`src/rtl/zjh_intc_pkg.sv`:
```
// rtl/zjh_intc_pkg.sv - shared sizes and FSM state type for the 8-channel interrupt controller
package zjh_intc_pkg;

  localparam int N_CH  = 8;
  localparam int VEC_W = 3;

  typedef enum logic [1:0] {
    ST_IDLE = 2'd0,
    ST_REQ  = 2'd1,
    ST_SERV = 2'd2
  } state_t;

  function automatic logic [N_CH-1:0] vec_onehot(input logic [VEC_W-1:0] v);
    logic [N_CH-1:0] oh;
    oh    = '0;
    oh[v] = 1'b1;
    return oh;
  endfunction

endpackage

```
`src/rtl/zjh_prio_enc8.sv`:
```
// rtl/zjh_prio_enc8.sv - 8-input active-high priority encoder, highest index wins
module zjh_prio_enc8
  import zjh_intc_pkg::*;
(
  input  logic [N_CH-1:0]  in,
  output logic [VEC_W-1:0] idx,
  output logic             valid
);

  always_comb begin
    idx   = '0;
    valid = |in;
    // ascending scan so the last (highest) set bit overwrites lower ones
    for (int i = 0; i < N_CH; i++) begin
      if (in[i]) idx = i[VEC_W-1:0];
    end
  end

endmodule

```
`src/rtl/zjh_int_ctrl8.sv`:
```
// rtl/zjh_int_ctrl8.sv - edge-captured, maskable interrupt controller with irq/ack/eoi handshake
module zjh_int_ctrl8
  import zjh_intc_pkg::*;
#(
  parameter logic [N_CH-1:0] MASK_RST = 8'h00
) (
  input  logic             clk,
  input  logic             rst,
  input  logic [N_CH-1:0]  req_n,
  input  logic             ei_n,
  input  logic             mask_we,
  input  logic [N_CH-1:0]  mask_din,
  input  logic             ack,
  input  logic             eoi,
  output logic             irq,
  output logic [VEC_W-1:0] vec,
  output logic             busy,
  output logic             gs,
  output logic [N_CH-1:0]  pend
);

  state_t            state_q, state_d;
  logic [N_CH-1:0]   req_n_d;
  logic [N_CH-1:0]   mask;
  logic [N_CH-1:0]   eff;
  logic [N_CH-1:0]   fall;
  logic [N_CH-1:0]   clr;
  logic [VEC_W-1:0]  enc;
  logic              enc_valid;
  logic [VEC_W-1:0]  vec_d;

  assign eff  = pend & ~mask;
  assign fall = req_n_d & ~req_n;

  zjh_prio_enc8 u_prio (
    .in    (eff),
    .idx   (enc),
    .valid (enc_valid)
  );

  always_comb begin
    state_d = state_q;
    vec_d   = vec;
    clr     = '0;
    unique case (state_q)
      ST_IDLE: begin
        if (!ei_n && enc_valid) begin
          vec_d   = enc;
          state_d = ST_REQ;
        end
      end
      ST_REQ: begin
        // ack wins over a same-cycle ei_n withdrawal; latched vec is serviced even if now masked
        if (ack) begin
          clr     = vec_onehot(vec);
          state_d = ST_SERV;
        end else if (ei_n) begin
          state_d = ST_IDLE;
        end
      end
      ST_SERV: begin
        if (eoi) state_d = ST_IDLE;
      end
      default: state_d = ST_IDLE;
    endcase
  end

  always_ff @(posedge clk) begin
    if (rst) begin
      state_q <= ST_IDLE;
      req_n_d <= '1;
      mask    <= MASK_RST;
      pend    <= '0;
      vec     <= '0;
      gs      <= 1'b0;
    end else begin
      state_q <= state_d;
      req_n_d <= req_n;
      if (mask_we) mask <= mask_din;
      // a new edge on the channel being cleared keeps it pending
      pend    <= (pend & ~clr) | fall;
      vec     <= vec_d;
      gs      <= |eff;
    end
  end

  assign irq  = (state_q == ST_REQ);
  assign busy = (state_q == ST_SERV);

endmodule

```
`config.mk`:
```
export PLATFORM = sky130hd
export DESIGN_NAME = zjh_int_ctrl8
export DESIGN_NICKNAME = d
export VERILOG_FILES = /design/src/rtl/zjh_intc_pkg.sv /design/src/rtl/zjh_prio_enc8.sv /design/src/rtl/zjh_int_ctrl8.sv
export SDC_FILE = /design/constraint.sdc
export NUM_CORES = 1
export LEC_CHECK = 0
export ABC_CLOCK_PERIOD_IN_PS = 2900
export CAP_MARGIN = 20
export CORE_UTILIZATION = 35
export CTS_CLUSTER_SIZE = 24
export DETAILED_ROUTE_END_ITERATION = 10
export PLACE_DENSITY = 0.67
export SYNTH_ARGS = -nofsm -noshare
export SYNTH_HDL_FRONTEND = slang
export SYNTH_SLANG_ARGS = --single-unit
```
`constraint.sdc`:
```
create_clock -name clk -period 2.9 [get_ports clk]
set_clock_uncertainty 0.05 [all_clocks]
set_input_delay 0.435 -clock clk [delete_from_list [all_inputs] [get_ports clk]]
set_output_delay 0.435 -clock clk [all_outputs]
set_load 0.05 [all_outputs]
```
; ---- Word level (Yosys, flattened, before mapping)
; Index checks and enable logic that the tools add are counted.
[totals]
ff_bits = 30
input_bits = 22
out_inout_bits = 14
wordCells = 43
[classes]
order_cmp = 2
eq_ne = 5
mux = 16
bitwise = 7
n_reduce_logical = 7
[ops]
columns = operator, n
row1 = $and A8 B8 Y8, 3
row2 = $not A8 Y8, 3
row3 = $mux W8, 2
row4 = $mux W2, 6
row5 = $mux W3, 4
row6 = $or A8 B8 Y8, 1
row7 = $reduce_or A8 Y1, 1
row8 = $pmux W2 S3, 1
row9 = $lt A3 B4 Y1 const B, 1
row10 = $ne A2 B2 Y1 const B, 2
row11 = $demux W1 S3, 1
row12 = $ge A3 B1 Y1 const B, 1
row13 = $ne A3 B3 Y1 const B, 1
row14 = $reduce_and A3 Y1, 1
row15 = $eq A2 B1 Y1 const B, 1
row16 = $eq A2 B2 Y1 const B, 1
row17 = $logic_and A1 B1 Y1, 2
row18 = $logic_not A2 Y1, 1
row19 = $mux W1, 2
row20 = $reduce_and A2 Y1, 1
row21 = $logic_not A1 Y1, 1

; ---- Longest topological paths before layout
; Gate-level depths: netlist of the first run.
[logic_depth]
ltp_word = 9
ltp_mapped = 4
ltp_nobuf = 4

; ---- Hierarchy
; From an unflattened synthesis of the first run, not the netlist that was laid out.
[unflattened]
hier_cells = 125
hier_area_um2 = 1187.4
[modules_own_cells]
columns = module, n_inst, cells_per_inst, area_per_inst_um2, seq_area_each_um2
row1 = zjh_int_ctrl8, 1, 113, 1121.1, 600.6
row2 = zjh_prio_enc8, 1, 12, 66.3, 0.0

; ---- Least setup slack after synthesis of the first run
; No wires, ideal clock.
[synth_path]
path_type = reg2out
startpoint = register state_q[1]
endpoint = output port busy
arrival_ns = 1.107
t_required_ns = 2.415
slack_ns = 1.308
path_stages_with_launch = 2
path_buffers = 0
path_cell_list = dfxtp_1 -> nor2b_1
[synth_via]
elab_chain_len = 1
[synth_lines]
columns = item, line
row1 = from (decl), zjh_int_ctrl8.sv:22  ; state_t state_q, state_d;
row2 = from (signal assigned), zjh_int_ctrl8.sv:77  ; state_q <= state_d;
row3 = $eq A2 B2 Y1, zjh_int_ctrl8.sv:88  ; assign busy = (state_q == ST_SERV);
row4 = to (decl), zjh_int_ctrl8.sv:17  ; output logic busy,
; No other way between the ends.

; ---- Worst setup path in the final report of the first run
[layout_path]
startpoint = register state_q[1]
endpoint = output port irq
[layout_via]
elab_chain_len = 1
[layout_lines]
columns = item, line
row1 = $eq A2 B1 Y1, zjh_int_ctrl8.sv:87  ; assign irq = (state_q == ST_REQ);
row2 = to (decl), zjh_int_ctrl8.sv:15  ; output logic irq,
; No other way between the ends.

==> out/qor.csv, run 1 <==
stage,metric,value,unit
power_and_ir_drop,NetSw,294,µW
critical_path,Crit path depth,2,
critical_path,CP startpoint kind,register,
critical_path,"Critical Path, Cell by Cell",and2b_2 -> clkdlybuf4s50_1,
floorplanning,core area,3420,µm²
power_and_ir_drop,Pwr per Cell Area,573,nW/µm²
worst_hold_path,Hold EP,pend[4],
worst_hold_path,worst min path class,reg2reg,
critical_path,WS Path Type,reg2out,
clocking,Num CTS Buffers,5,
power_and_ir_drop,switching part of the total,29.2,%
clocking,cts repair resizes,0,
place,Port Buffers,35,
clocking,Clock Sinks,30,
critical_path,CP bufs+invs,1,
synthesis,Synth Instances,128,
timing,"Min Clock Period, post-route",2.24,ns
finish,layout cells sized above 1,18.5,%
clocking,hold_buf cts,0,
timing,RSZ-0062 raised after global routing,no,
run,Max Cap Violations,0,
timing,final slew viol count,0,
synthesis,Seq cells post-synth,30,
critical_path,worst r2r src,mask[6],
global_route,Total GRT Usage,15.1,%
critical_path,slowest stage cell on the critical path,clkdlybuf4s50_1,
floorplanning,Starting Density,37.5,%
clocking,CTS tree,done,
clocking,Clk Tree Root Cell,clkbuf_4,
finish,Antenna diodes,0,
global_route,vias in the first global route,1073,
floorplanning,Std-Cell Rows,21,
routing,post-DR wirelength/cell,12.4,µm
worst_hold_path,Hold Path Depth,2,
worst_hold_path,Hold Crit Start,req_n_d[4],
timing,endpoints failing setup,0,
global_route,grt ovf,0,
routing,Antenna Violating Nets Remaining,0,
synthesis,Syn. warnings,0,
finish,area grow syn2layout,37.2,%
critical_path,WP data arrival,1.75,ns
routing,detailed-route DRC error count,0,
synthesis,post-synthesis average cell area,10.0,µm²
power_and_ir_drop,Comb pwr share,22.7,%
finish,nets@finish,189,
clocking,H-tree Lvls,2,
global_route,antenna violations before repair,0,
power_and_ir_drop,P_leak,0.674,nW
power_and_ir_drop,Sequential Power Share,46.7,%
critical_path,CP top delay family,buffers and inverters,
critical_path,Crit Path Max Fanout,5,
routing,Via density,4.67,
floorplanning,die area,3900,µm²
timing,Final Hold Fails,0,
finish,"most common cell after layout, fill and taps aside",clkdlybuf4s50_1,
clocking,worst-skew pair later-pin latency,0.33,ns
routing,routed wire length,2.65,mm
synthesis,register area share after synthesis,46.9,%
timing,FMAX,447,MHz
timing,post-route setup TNS,0,ns
timing,Final period util,77.1,%
power_and_ir_drop,Peak VDD IR,0.000296,V
clocking,Max Buffers Root-to-Sink,2,
floorplanning,Die Ht,62.5,µm
run_status,status,"finished, final reports clean",
power_and_ir_drop,Tot Pwr,1.01,mW
finish,most frequent cells in the layout,"clkdlybuf4s50_1 (35), dfxtp_1 (30), nand2b_1 (12)",
routing,Via Count,1000,
critical_path,CP peak stage delay,0.81,ns
synthesis,Netlist cell types,30,
global_route,first-pass GRT wire length,4.51,mm
routing,1st-iter DRT viols,24,
timing,Max-Slew Margin vs Limit,58.0,%
floorplanning,chip width,62.5,µm
floorplanning,Ports,36,
critical_path,Worst Path Required,2.41,ns
global_route,largest net degree at the start of global routing,20,
power_and_ir_drop,Clk pwr share,30.6,%
synthesis,"Cell Area, Synth",1280,µm²
critical_path,R2R Setup Slk,1.53,ns
routing,first drt pass iteration count,4,
critical_path,r2r endpoint,vec[1],
clocking,"Reg clk slew, reported paths",0.09,ns
clocking,post-CTS setup buffers,0,
critical_path,CP endpoint kind,output port,
power_and_ir_drop,Cell Int Power,712,µW
place,post-DP HPWL,2.01,mm
synthesis,Post-Syn Nets,150,
place,GPL Wtd Cong,0.725,
timing,Slew @ Worst Pin,0.629,ns
critical_path,reg2reg path depth,4,
[per-layer routing]
| metal | global-route usage [%] | vias up | part of all wire [%] |
|---|---|---|---|
| met2 | 26.0 | 23 | 50 |
| met1 | 16.3 | 453 | 44 |
| met3 | 3.83 | 6 | 4.0 |
| met5 | 0 | - | 0 |
| met4 | 9.59 | 0 | 2.1 |
| li1 | - | 518 | - |
[worst max path at each step]
stage              to  slack (ns)  startpoint
6_report          irq        0.66  state_q[1]
5_1_grt           irq        0.58  state_q[0]
4_1_cts           irq        0.64  state_q[0]
3_5_place_dp   vec[0]        0.92         rst
3_3_place_gp   vec[0]        0.95         rst
2_1_floorplan    busy        1.31  state_q[1]
[flip-flops by register name, indices dropped and copies added, names as in the netlist]
register,count
gs,1
pend,8
state_q,2
req_n_d,8
vec,3
mask,8
[logic make-up (layout without fill, tap and decap cells)]
| logic type | Yosys count | after routing | share of synthesized area [%] |
|---|---|---|---|
| mux | 9 | 9 | 7.14 |
| flops | 30 | 30 | 46.9 |
| simple gates | 50 | 50 | 25.5 |
| buf+inv | 9 | 49 | 2.83 |
| compound gates | 30 | 30 | 17.6 |
[Yosys cell counts]
library cell  number  area (µm²)
mux2i_1            8        80.1
o21ai_1            6        30.0
nand2b_4           5        68.8
or2_2              8        50.1
nor2_1            11        41.3
nand2b_1          12        75.1
o21ai_2            1        8.76
inv_2              1        3.75
buf_2              2        10.0
o31ai_1            2        15.0
o2111ai_4          2        52.6
a31oi_1            2        12.5
o21bai_1           1        7.51
clkbuf_1           2        7.51
nand2_1            4        15.0
o41ai_1            1        8.76
nor3_2             1        10.0
nand3_2            2        20.0
and2b_2            1        8.76
nor4_1             1        6.26
inv_1              4        15.0
a221o_1            1        10.0
o21ai_0            2        10.0
mux2_1             1        11.3
dfxtp_1           30         601
a32o_1             1        10.0
or3_1              1        6.26
a21oi_1           10        50.1
a21bo_2            1        10.0
nor2b_1            4        25.0
[layout make-up]
class	instances	area [µm²]
Tap cell	46	57.6
Fill cell	340	1660
Sequential cell	30	601
Inverter	5	18.8
Multi-Input combinational cell	89	643
Timing Repair Buffer	36	358
Clock buffer	8	78.8
[stage by stage]
step           util, %  setup slack, ns  area (µm²)  cells  hold slack [ns]
2_1_floorplan        -             1.31        1280    128            0.381
3_3_place_gp      49.1            0.948        1680    206            0.392
3_5_place_dp      49.1            0.922        1680    206            0.398
4_1_cts           51.4            0.645        1760    214            0.410
5_1_grt           51.4            0.579        1760    214            0.438
6_report          51.4            0.665        1760    214            0.406
[power by group through the flow]
stage | combinational (mW) | sequential (mW) | clock, mW
final | 0.228 | 0.470 | 0.308
after CTS | 0.230 | 0.471 | 0.315
after floorplan | 0.0989 | 0.526 | 0
after global routing | 0.245 | 0.475 | 0.334
after detailed placement | 0.229 | 0.480 | 0
after global placement | 0.227 | 0.479 | 0
[tightest hold or removal path, cell delays in order, from the launching register on]
cell and delay [ns]:
dfxtp_1 0.31, nand2b_1 0.06, a21oi_1 0.05
Note: power is estimated with default switching activity, not from simulation.
==> run 2: changes to the inputs <==
--- a/config.mk
+++ b/config.mk
@@ -5,12 +5,12 @@
 export SDC_FILE = /design/constraint.sdc
 export NUM_CORES = 1
 export LEC_CHECK = 0
-export ABC_CLOCK_PERIOD_IN_PS = 2900
+export ABC_CLOCK_PERIOD_IN_PS = 1850
 export CAP_MARGIN = 20
 export CORE_UTILIZATION = 35
 export CTS_CLUSTER_SIZE = 24
 export DETAILED_ROUTE_END_ITERATION = 10
-export PLACE_DENSITY = 0.67
+export PLACE_DENSITY = 0.69
 export SYNTH_ARGS = -nofsm -noshare
 export SYNTH_HDL_FRONTEND = slang
 export SYNTH_SLANG_ARGS = --single-unit
==> constraint.sdc (replaced) <==
create_clock -name clk -period 1.85 [get_ports clk]
set_clock_uncertainty 0.05 [all_clocks]
set_input_delay 0.2775 -clock clk [delete_from_list [all_inputs] [get_ports clk]]
set_output_delay 0.2775 -clock clk [all_outputs]
set_load 0.05 [all_outputs]
==> run 2 against run 1 <==
  * Combinational power up 54%
  * Via count up 2.1%
  * Global-route usage down 1.0 points
  * Largest cell class unchanged
==> out/qor.csv, run 2 (synthesis results as in run 1) <==
stage,metric,value,unit,change
routing,met3 WL,131,µm,was 106 µm
critical_path,WP data arrival,1.43,ns,was 1.75 ns
power_and_ir_drop,P_leak,0.702,nW,was 0.674 nW
critical_path,Worst Path Required,1.52,ns,was 2.41 ns
routing,Antenna Violating Nets Remaining,0,,unchanged
timing,Slew @ Worst Pin,0.499,ns,was 0.629 ns
routing,wire length on met1,1.16,mm,about the same
power_and_ir_drop,Tot Pwr,1.49,mW,was 1.01 mW
power_and_ir_drop,Comb pwr share,23.5,%,was 22.7%
floorplanning,Starting Density,37.5,%,unchanged
timing,post-route setup TNS,0,ns,unchanged
critical_path,slowest stage cell on the critical path,clkdlybuf4s50_1,,unchanged
clocking,Max Buffers Root-to-Sink,2,,unchanged
routing,1st-iter DRT viols,39,,was 24
floorplanning,Die Ht,62.5,µm,unchanged
global_route,largest net degree at the start of global routing,16,,was 20
timing,RSZ-0062 raised after global routing,no,,unchanged
critical_path,CP peak stage delay,0.79,ns,was 0.81 ns
finish,nets@finish,190,,was 189
place,post-DP HPWL,2.00,mm,was 2.01 mm
finish,layout cells sized above 1,25.4,%,was 18.5%
global_route,grt ovf,0,,unchanged
power_and_ir_drop,NetSw,457,µW,was 294 µW
global_route,first-pass GRT wire length,4.22,mm,was 4.51 mm
routing,highest metal used,met4,,unchanged
routing,routed wire length,2.55,mm,was 2.65 mm
run_status,status,"finished, final reports clean",,unchanged
critical_path,Crit Path Max Fanout,1,,was 5
routing,post-DR wirelength/cell,11.9,µm,was 12.4 µm
clocking,worst-skew pair later-pin latency,0.32,ns,was 0.33 ns
routing,Via Count,1021,,"was 1,000"
run,Max Cap Violations,0,,unchanged
timing,Fin Hold WS,0.403,ns,was 0.406 ns
timing,Max-Slew Margin vs Limit,66.7,%,was 58.0%
critical_path,CP endpoint kind,output port,,unchanged
worst_hold_path,worst min path class,reg2reg,,unchanged
place,Place WS,0.263,ns,was 0.922 ns
routing,Via density,4.75,,was 4.67
place,Port Buffers,35,,unchanged
global_route,vias in the first global route,969,,"was 1,073"
finish,Antenna diodes,0,,unchanged
critical_path,CP bufs+invs,1,,unchanged
floorplanning,chip width,62.5,µm,unchanged
timing,endpoints failing setup,0,,unchanged
floorplanning,die area,3900,µm²,unchanged
power_and_ir_drop,switching part of the total,30.7,%,was 29.2%
finish,most frequent cells in the layout,"dfxtp_1 (30), clkdlybuf4s50_1 (22), buf_4 (14)",,"was clkdlybuf4s50_1 (35), dfxtp_1 (30), nand2b_1 (12)"
power_and_ir_drop,Clk pwr share,27.0,%,was 30.6%
timing,"Min Clock Period, post-route",1.75,ns,
timing,final slew viol count,0,,unchanged
finish,biggest regs,"mask x8, pend x8, req_n_d x8",,unchanged
floorplanning,Ports,36,,unchanged
critical_path,"Critical Path, Cell by Cell",clkdlybuf4s50_1,,was and2b_2 -> clkdlybuf4s50_1
clocking,Clk Tree Root Cell,clkbuf_4,,unchanged
power_and_ir_drop,Sequential Power Share,49.5,%,was 46.7%
timing,Final Hold Fails,0,,unchanged
timing,Setup WS post-layout,0.0969,ns,was 0.665 ns
routing,routed length on met2,1.20,mm,was 1.33 mm
clocking,CTS tree,done,,unchanged
power_and_ir_drop,Peak VDD IR,0.000432,V,was 0.000296 V
routing,detailed-route DRC error count,0,,unchanged
finish,"most common cell after layout, fill and taps aside",dfxtp_1,,was clkdlybuf4s50_1
clocking,Clock Sinks,30,,unchanged
place,GPL Wtd Cong,0.776,,was 0.725
global_route,antenna violations before repair,0,,unchanged
clocking,H-tree Lvls,2,,unchanged
timing,Final period util,94.8,%,
floorplanning,Std-Cell Rows,21,,unchanged
critical_path,CP top delay family,buffers and inverters,,unchanged
clocking,Num CTS Buffers,5,,unchanged
critical_path,CP startpoint kind,register,,unchanged
floorplanning,core area,3420,µm²,unchanged
routing,first drt pass iteration count,4,,unchanged
global_route,Total GRT Usage,14.1,%,was 15.1%
power_and_ir_drop,Pwr per Cell Area,868,nW/µm²,was 573 nW/µm²
finish,area grow syn2layout,34.2,%,was 37.2%
timing,FMAX,570,MHz,
power_and_ir_drop,Cell Int Power,1.03,mW,was 712 µW
critical_path,WS Path Type,reg2out,,unchanged
clocking,"Reg clk slew, reported paths",0.09,ns,about the same
[run 2: cell types whose count changed in the layout (fill, tap and decap cells not counted), sizes merged]
cell           change
buf               +13
clkdlybuf4s50     -13
clkbuf             -1
clkinv             +1
dlymetal6s2s       +1
[run 2: layer usage]
metal	track usage, %	up-vias
met2	23.2	27
met4	7.85	0
met1	16.0	473
li1	-	514
met3	4.38	7
met5	0	-
[run 2: what timing repair did]
action                     4_1_cts  5_1_grt
resized for setup                0        1
setup buffers                    0        0
setup endpoints to repair        0        1
hold buffers                     0        0
[run 2: per-stage QoR]
step / area, µm² / instances / util, %
finish: 1720 / 215 / 50.3
global route: 1720 / 215 / 50.3
CTS: 1720 / 215 / 50.2
detailed placement: 1660 / 207 / 48.5
global placement: 1660 / 207 / 48.5
floorplan: 1280 / 128 / -
[run 2: layout make-up]
class                   count  area, µm²
clock buffers               7       55.1
multi-input cells          89        643
inverters                   5       18.8
repair buffers             37        338
flip-flops and latches     30        601
well taps                  46       57.6
clock inverters             1       5.00
fillers                   336       1700
[run 2: final timing paths]
kind	startpoint	endpoint	slack, ns	cells after the start
worst min register to register	req_n_d[6]	pend[6]	0.40	2
worst max register to register	mask[6]	vec[1]	0.47	4
worst max-delay path	gs	gs	0.1	1
worst min-delay path	req_n_d[6]	pend[6]	0.40	2
[run 2: power groups by stage]
stage	logic, mW	registers (mW)	clock network [mW]
floorplan	0.155	0.825	0
global placement	0.347	0.752	0
detailed placement	0.353	0.753	0
CTS	0.354	0.738	0.412
global route	0.377	0.744	0.438
finish	0.351	0.738	0.402
==> run 3: changes to the inputs <==
--- a/config.mk
+++ b/config.mk
@@ -5,7 +5,7 @@
 export SDC_FILE = /design/constraint.sdc
 export NUM_CORES = 1
 export LEC_CHECK = 0
-export ABC_CLOCK_PERIOD_IN_PS = 1850
+export ABC_CLOCK_PERIOD_IN_PS = 1500
 export CAP_MARGIN = 20
 export CORE_UTILIZATION = 35
 export CTS_CLUSTER_SIZE = 24
==> constraint.sdc (replaced) <==
create_clock -name clk -period 1.5 [get_ports clk]
set_clock_uncertainty 0.05 [all_clocks]
set_input_delay 0.225 -clock clk [delete_from_list [all_inputs] [get_ports clk]]
set_output_delay 0.225 -clock clk [all_outputs]
set_load 0.05 [all_outputs]
==> run 3 against run 2 <==
  * Global-route usage up 0.65 points
  * Clock-buffer cell count unchanged
  * Sequential power up 25%
  * Clock power up 22%
  * Combinational power up 44%
  * First-iteration DRC count down 7.7%
  * Critical path type unchanged
  * Critical endpoint is now irq
  * Highest routed layer unchanged
==> out/qor.csv, run 3 (synthesis results as in run 1) <==
stage,metric,value,unit,change
place,dpl cell area,1830,µm²,was 1660 µm²
clocking,worst-skew pair later-pin latency,0.32,ns,about the same
clocking,Max Buffers Root-to-Sink,2,,unchanged
critical_path,WS Path Type,reg2out,,unchanged
finish,Antenna diodes,0,,unchanged
routing,routed wire length,2.56,mm,was 2.55 mm
floorplanning,die area,3900,µm²,unchanged
floorplanning,chip width,62.5,µm,unchanged
global_route,antenna violations before repair,0,,unchanged
floorplanning,core area,3420,µm²,unchanged
timing,final slew viol count,0,,unchanged
finish,"most common cell after layout, fill and taps aside",dfxtp_1,,unchanged
clocking,H-tree Lvls,2,,unchanged
critical_path,CP startpoint kind,register,,unchanged
timing,Final period util,93.9,%,
finish,biggest regs,"mask x8, pend x8, req_n_d x8",,unchanged
clocking,Clock Sinks,30,,unchanged
floorplanning,Starting Density,37.5,%,unchanged
place,GPL Wtd Cong,0.746,,was 0.776
clocking,post-CTS setup buffers,0,,unchanged
floorplanning,Die Ht,62.5,µm,unchanged
global_route,Total GRT Usage,14.7,%,was 14.1%
critical_path,WP data arrival,1.13,ns,was 1.43 ns
floorplanning,Ports,36,,unchanged
routing,detailed-route DRC error count,0,,unchanged
finish,area grow syn2layout,47.4,%,was 34.2%
clocking,Clk Tree Root Cell,clkbuf_4,,unchanged
routing,post-DR wirelength/cell,11.9,µm,about the same
clocking,Num CTS Buffers,5,,unchanged
timing,FMAX,710,MHz,
power_and_ir_drop,P_leak,0.742,nW,was 0.702 nW
place,post-DP HPWL,2.03,mm,was 2.00 mm
global_route,vias in the first global route,939,,was 969
routing,Antenna Violating Nets Remaining,0,,unchanged
timing,Max-Slew Margin vs Limit,74.7,%,was 66.7%
routing,Via Count,994,,"was 1,021"
timing,endpoints failing setup,0,,unchanged
critical_path,Crit Path Max Fanout,5,,was 1
routing,Via density,4.60,,was 4.75
critical_path,R2R Setup Slk,0.11,ns,was 0.47 ns
finish,most frequent cells in the layout,"dfxtp_1 (27), clkdlybuf4s50_1 (21), buf_12 (13)",,"was dfxtp_1 (30), clkdlybuf4s50_1 (22), buf_4 (14)"
routing,first drt pass iteration count,4,,unchanged
critical_path,Worst Path Required,1.22,ns,was 1.52 ns
critical_path,CP endpoint kind,output port,,unchanged
timing,"Min Clock Period, post-route",1.41,ns,
global_route,first-pass GRT wire length,4.22,mm,unchanged
critical_path,Setup crit end,irq,,was gs
critical_path,r2r endpoint,vec[1],,unchanged
finish,nets@finish,191,,was 190
timing,RSZ-0062 raised after global routing,no,,unchanged
finish,layout cells sized above 1,29.4,%,was 25.4%
timing,Final Hold Fails,0,,unchanged
critical_path,reg2reg path depth,4,,unchanged
finish,Final Cell Area,1890,µm²,was 1720 µm²
global_route,grt ovf,0,,unchanged
power_and_ir_drop,Peak VDD IR,0.000501,V,was 0.000432 V
timing,Slew @ Worst Pin,0.376,ns,was 0.499 ns
global_route,largest net degree at the start of global routing,17,,was 16
worst_hold_path,worst min path class,reg2reg,,unchanged
timing,post-route setup TNS,0,ns,unchanged
run_status,status,"finished, final reports clean",,unchanged
critical_path,worst r2r src,pend[7],,was mask[6]
routing,1st-iter DRT viols,36,,was 39
place,Port Buffers,35,,unchanged
clocking,CTS tree,done,,unchanged
critical_path,crit path from,state_q[0],,was gs
power_and_ir_drop,Pwr per Cell Area,1020,nW/µm²,was 868 nW/µm²
floorplanning,Std-Cell Rows,21,,unchanged
run,Max Cap Violations,0,,unchanged
clocking,"Reg clk slew, reported paths",0.09,ns,about the same
run 3: repair_timing:
action,4_1_cts,5_1_grt
endpoints found under the setup margin,0,1
resized for setup,0,1
hold buffers,0,0
hold endpoints to repair,0,0
run 3: worst min path at each step:
stage          slack, ns          to       start  cells after the start
4_1_cts             0.40     pend[0]  req_n_d[0]                      2
3_5_place_dp        0.39     pend[0]  req_n_d[0]                      2
2_1_floorplan       0.28  req_n_d[0]    req_n[0]                      1
5_1_grt             0.41  req_n_d[0]    req_n[0]                      2
3_3_place_gp        0.38     pend[5]  req_n_d[5]                      2
6_report            0.40     pend[0]  req_n_d[0]                      2
run 3: layer usage:
layer / track usage, % / vias up / share of wire [%]
met2: 22.4 / 22 / 48
met5: 0 / - / 0
met4: 8.72 / 0 / 2.3
met3: 6.02 / 5 / 4.6
met1: 17.2 / 444 / 45
li1: - / 523 / -
run 3: layout make-up:
class,count,area (µm²)
fill,326,1530
sequential,30,604
tap,46,57.6
clock buffer,7,55.1
clock inverter,1,5.00
multi-input combinational,89,646
inverter,5,18.8
timing repair buffer,38,500
run 3: through the flow:
step | util [%] | setup slack [ns] | std cells | total power, mW | hold slack [ns]
2_1_floorplan | - | 0.00777 | 128 | 1.21 | 0.282
3_3_place_gp | 53.4 | 0.0587 | 208 | 1.45 | 0.383
3_5_place_dp | 53.4 | 0.00236 | 208 | 1.45 | 0.390
4_1_cts | 55.2 | 0.0512 | 216 | 1.96 | 0.403
5_1_grt | 55.2 | 0.0103 | 216 | 2.04 | 0.408
6_report | 55.2 | 0.0918 | 216 | 1.92 | 0.403
run 3: where the power goes:
group | switching, mW | leakage (nW) | total, mW | internal [mW]
sequential | 0.0702 | 0.250 | 0.925 | 0.855
clock | 0.265 | 0.0353 | 0.492 | 0.227
combinational | 0.239 | 0.457 | 0.506 | 0.267
total | 0.575 | 0.742 | 1.92 | 1.35
run 3: worst max-delay path, stage by stage, from the launching register on:
cell     delay (ns)
dfxtp_1        0.41
and2b_2        0.25
buf_12         0.15
